==> src/rtl/instr_pkg.sv <==
// instr_pkg: shared RV32 field positions, NOP encoding and decoded-field struct
package instr_pkg;
    localparam logic [31:0] NOP_INSTR  = 32'h0000_0013;
    localparam logic [6:0]  OPC_OP_IMM = 7'b0010011;
    localparam int OPC_LSB  = 0;
    localparam int RD_LSB   = 7;
    localparam int FUN3_LSB = 12;
    localparam int RS1_LSB  = 15;
    localparam int RS2_LSB  = 20;
    localparam int FUN7_LSB = 25;
    typedef struct packed {
        logic [6:0]  opcode;
        logic [2:0]  fun3;
        logic [6:0]  fun7;
        logic [4:0]  rs1;
        logic [4:0]  rs2;
        logic [4:0]  rd;
        logic [24:0] instr_31_7;
    } instr_fields_t;
endpackage

==> src/rtl/instr_field_split.sv <==
// instr_field_split: splits a 32-bit word into RV32 fields, substituting the NOP when bubbled
module instr_field_split
    import instr_pkg::*;
(
    input  logic [31:0]   instr,
    input  logic          bubble,
    output instr_fields_t fields
);
    logic [31:0] w;
    always_comb begin
        w = bubble ? NOP_INSTR : instr;
        fields.opcode     = w[OPC_LSB+:7];
        fields.fun3       = w[FUN3_LSB+:3];
        fields.fun7       = w[FUN7_LSB+:7];
        fields.rs1        = w[RS1_LSB+:5];
        fields.rs2        = w[RS2_LSB+:5];
        fields.rd         = w[RD_LSB+:5];
        fields.instr_31_7 = w[31:RD_LSB];
    end
endmodule

==> src/rtl/instr_queue.sv <==
// instr_queue: fetch-to-decode circular instruction queue presenting the head as decoded RV32 fields
module instr_queue
    import instr_pkg::*;
#(
    parameter int DEPTH = 4,
    parameter int PC_W  = 32,
    parameter int CNT_W = $clog2(DEPTH + 1)
) (
    input  logic              clk_in,
    input  logic              rst_in,
    input  logic              flush_in,
    input  logic              in_valid_in,
    output logic              in_ready_o,
    input  logic [31:0]       instr_in,
    input  logic [PC_W-1:0]   pc_in,
    output logic              out_valid_o,
    input  logic              out_ready_in,
    output logic [6:0]        opcode_o,
    output logic [2:0]        fun_3_o,
    output logic [6:0]        fun_7_o,
    output logic [4:0]        rs1_addr_o,
    output logic [4:0]        rs2_addr_o,
    output logic [4:0]        rd_addr_o,
    output logic [24:0]       instr_31_7_o,
    output logic [PC_W-1:0]   pc_o,
    output logic              illegal_o,
    output logic [CNT_W-1:0]  count_o
);
    localparam int AW = $clog2(DEPTH);
    logic [31:0]      instr_mem [DEPTH];
    logic [PC_W-1:0]  pc_mem [DEPTH];
    logic [AW-1:0]    wr_ptr, rd_ptr;
    logic [CNT_W-1:0] count;
    logic             push, pop;
    instr_fields_t    head;
    assign in_ready_o  = (count != CNT_W'(DEPTH)) && !flush_in;
    assign out_valid_o = (count != '0) && !flush_in;
    assign push        = in_valid_in && in_ready_o;
    assign pop         = out_valid_o && out_ready_in;
    assign count_o     = count;
    always_ff @(posedge clk_in) begin
        if (rst_in || flush_in) begin
            wr_ptr <= '0;
            rd_ptr <= '0;
            count  <= '0;
        end else begin
            if (push) wr_ptr <= wr_ptr + AW'(1);
            if (pop) rd_ptr <= rd_ptr + AW'(1);
            count <= count + CNT_W'(push) - CNT_W'(pop);
        end
    end
    always_ff @(posedge clk_in) begin
        if (push) begin
            instr_mem[wr_ptr] <= instr_in;
            pc_mem[wr_ptr]    <= pc_in;
        end
    end
    instr_field_split u_split (
        .instr  (instr_mem[rd_ptr]),
        .bubble (!out_valid_o),
        .fields (head)
    );
    assign opcode_o     = head.opcode;
    assign fun_3_o      = head.fun3;
    assign fun_7_o      = head.fun7;
    assign rs1_addr_o   = head.rs1;
    assign rs2_addr_o   = head.rs2;
    assign rd_addr_o    = head.rd;
    assign instr_31_7_o = head.instr_31_7;
    assign pc_o         = out_valid_o ? pc_mem[rd_ptr] : '0;
    assign illegal_o    = out_valid_o && (instr_mem[rd_ptr][1:0] != 2'b11);
endmodule

==> config.mk <==
export PLATFORM = sky130hd
export DESIGN_NAME = instr_queue
export DESIGN_NICKNAME = d
export VERILOG_FILES = /design/src/rtl/instr_pkg.sv /design/src/rtl/instr_field_split.sv /design/src/rtl/instr_queue.sv
export SDC_FILE = /design/constraint.sdc
export NUM_CORES = 1
export LEC_CHECK = 0
export ABC_AREA = 1
export CAP_MARGIN = 20
export CORE_MARGIN = 10
export CORE_UTILIZATION = 40
export DETAILED_ROUTE_END_ITERATION = 16
export GPL_ROUTABILITY_DRIVEN = 0
export PLACE_DENSITY = 0.59
export SETUP_SLACK_MARGIN = 0.02
export SYNTH_ARGS = -nofsm -noshare
export SYNTH_HDL_FRONTEND = slang
export SYNTH_SLANG_ARGS = --single-unit
export TNS_END_PERCENT = 1
==> constraint.sdc <==
create_clock -name clk_in -period 5 [get_ports clk_in]
set_input_delay 1 -clock clk_in [delete_from_list [all_inputs] [get_ports clk_in]]
set_output_delay 1 -clock clk_in [all_outputs]
set_load 0.1 [all_outputs]
==> summary.md <==
| Metric | Value |
|---|---|
| Clock Sinks | about 270 |
| Share of cells above drive strength 1 | 15.1% |
| Initial core utilization | between 40% and 50% |
| Final Hold Viols | 0 |
| Status | finished clean |
| Unique cell type count in the Yosys netlist | 19 |
| Max Cap Viol | 0 |
| Die width | 183 um |
| Initial antenna violation count | 0 |
| Pwr dens | approximately 370 mW/mm^2 |
| Final setup fails | 0 |
| Drc violations | 0 |
| Initial DRC Count | 398 |
| Maximum clock path buffer count | 3 |
| Pint | between 3000 and 4000 uW |
| Final Skew | between 0.015 and 0.02 ns |
| Post-DP HPWL | roughly 14 mm |
| Worst endpoint required time | 4.00 ns |
| CORE AREA | between 0.02 and 0.03 sq mm |
| CP startpoint kind | input pin |
| Crit end category | output pin |
| Pleak | roughly 0.0047 uW |
| Synth top cells by count | nor2_1 (261), edfxtp_1 (256), o21ai_0 (113) |
| Cell Area, Synth | between 0.01 and 0.015 sq mm |
| DR vias | 6563 |
| Ys Warns | 0 |
| Vias per cell | 4.89 |
| Fin Setup TNS | 0 ns |
| Count leader, synth | nor2_1 |
| H-tree Lvls | 1 |
| Yosys reg bits | between 200 and 300 |
| Critical path class | in -> out |
| Final ANT Viol Nets | 0 |
| CTS resizes | 0 |
| GR Overflow Total | 0 |
| Max VDD drop | 0.246 mV |
| Syn Inst Count | between 800 and 900 |
| Post-Syn Nets | about 930 |
| Port-buffer cells | roughly 160 |
| Post-synth EDFFs | around 260 |
| IO Count | approximately 160 |
| Largest net degree at the start of global routing | 67 |
| Net Sw Frac | 21.8% |
| Clk_lat worst skew | roughly 0.53 ns |
| Hold Path Class | reg -> reg |
| Synth area leader | edfxtp_1 |
| Final WL | around 24 mm |
| Clock network power share | roughly 41% |
| Nets | around 1100 |
| Worst slew pin tran | a little under 1 ns |
| Main synth FF type | edfxtp_1 |
| Switch Pwr | 1060 uW |
| WL/cell | 18.1 um |
| Hold_buf cts | 0 |
| Seq/Total Area, Yosys | about 74% |
| Die area | 0.0335 sq mm |
| Final instance area | 0.0130 sq mm |
| Crit share post-route | about 86% |
| Global-route wire length before repair | about 38 mm |
| Synth top area cells | edfxtp_1 (72%), nor2_1 (9.2%), o21ai_0 (5.3%) |
| Max FO, Critical Path | 32 |
| Ant diodes | 0 |
| Area growth, synth to finish | 22.4% |
| Comb power frac | 7.3% |
| Synth top area share | approximately 72% |
| Die H | around 180 um |
| Clk pin slew, worst setup/hold paths | ~0.050 ns |
| CTS tree | yes |
| Average cell area after synthesis | roughly 12 sq um |
| Row cnt | between 50 and 60 |
| Root Buffer | clkbuf_16 |
| Inserted Clock Buffers | 28 |
| DP Area | 0.0121 sq mm |
| Fmax | around 230 MHz |
| TritonRoute pass-1 iters | 6 |
| WP data arrival | ~3.3 ns |
| Setup bufs post-CTS | 0 |
| Total track usage | around 14% |
| Vias in the first global route | between 6000 and 7000 |
| Asr flop ratio synth | 0% |
| Reg power frac | between 50% and 60% |
| Min Clock Period, post-route | around 4.3 ns |
| Max_slew headroom | roughly 34% |
| RSZ-0062 raised after global routing | no |
| Slew Limit Fails | 0 |
cell families after synthesis:
kind of cell    after synthesis  share of synthesized area, %
compound gates              187                          8.81
xor+xnor                      2                         0.165
fa+ha+maj                     7                         0.895
buf+inv                      90                          5.38
flops                       265                          74.1
simple gates                299                          10.7
power by group through the flow:
stage | Clock (uW) | Sequential [uW] | Combinational (uW)
after floorplan | 0 | 2540 | 223
after global placement | 0 | 2530 | 356
after detailed placement | 0 | 2530 | 359
after CTS | 2050 | 2480 | 360
after global routing | 2160 | 2480 | 380
final | 2000 | 2480 | 355
per-layer routing:
metal  GRT usage [%]  vias to the layer above  routed length, um
met3            3.72                       25               1560
met1            17.2                     3162              10300
met2            24.8                      153              12100
met4            3.08                        0                316
met5               0                        -                  0
li1                -                     3223                  -
area by class of cell:
| class | count | area, sq um |
|---|---|---|
| Fill cell | 2298 | 13100 |
| Sequential cell | 265 | 7870 |
| Multi-Input combinational cell | 495 | 2220 |
| Timing Repair Buffer | 177 | 1530 |
| Clock buffer | 39 | 763 |
| Tap cell | 335 | 419 |
| Clock inverter | 12 | 133 |
| Inverter | 18 | 68.8 |
cell usage in the layout (no fill, tap or decap):
master,count
clkbuf_16,29
nor2_1,257
clkdlybuf4s50_1,71
nand4_1,2
dfxtp_4,1
clkinvlp_4,1
xor2_1,2
clkinv_1,4
nand2_2,1
inv_1,16
nor2_4,4
buf_12,2
ha_1,6
o21ai_0,113
clkbuf_1,10
clkinv_2,5
fa_1,1
dfxtp_2,1
inv_2,1
a21oi_1,64
o21ai_1,10
dfxtp_1,7
nand2_1,29
bufinv_16,3
edfxtp_1,256
buf_4,104
nand3_1,6
state kept, by name, indices dropped and copies added, names as in the netlist, named ones only:
name,cells
rd_ptr,2
count_o,3
instr_mem,128
wr_ptr,2
pc_mem,128
path summary, 6_finish.rpt:
path | slack (ns) | cells past startpoint | from | end
hold / removal | 0.55 | 4 | rd_ptr[1] | flop
hold reg to reg | 0.55 | 4 | rd_ptr[1] | flop
setup reg to reg | 2.44 | 12 | count_o[1] | count_o[2]
setup / recovery | 0.69 | 7 | flush_in | opcode_o[4]
critical path, cell delays in order:
cell and delay (ns):
clkdlybuf4s50_1 0.49, inv_1 0.10, nand2_2 0.64, buf_4 0.47, inv_1 0.15, o21ai_0 0.10, buf_4 0.31
stage by stage:
| stage | total power (uW) | worst slack [ns] | util [%] | hold slack, ns | cells |
|---|---|---|---|---|---|
| after floorplan | 2760 | 0.131 | - | 0.509 | 850 |
| after global placement | 2880 | 0.737 | 46.3 | 0.519 | 1290 |
| after detailed placement | 2890 | 0.629 | 46.3 | 0.528 | 1290 |
| after CTS | 4890 | 0.640 | 49.8 | 0.543 | 1341 |
| after global routing | 5020 | 0.518 | 49.8 | 0.594 | 1341 |
| final | 4840 | 0.687 | 49.8 | 0.548 | 1341 |
Power figures use the tool's default switching activity.
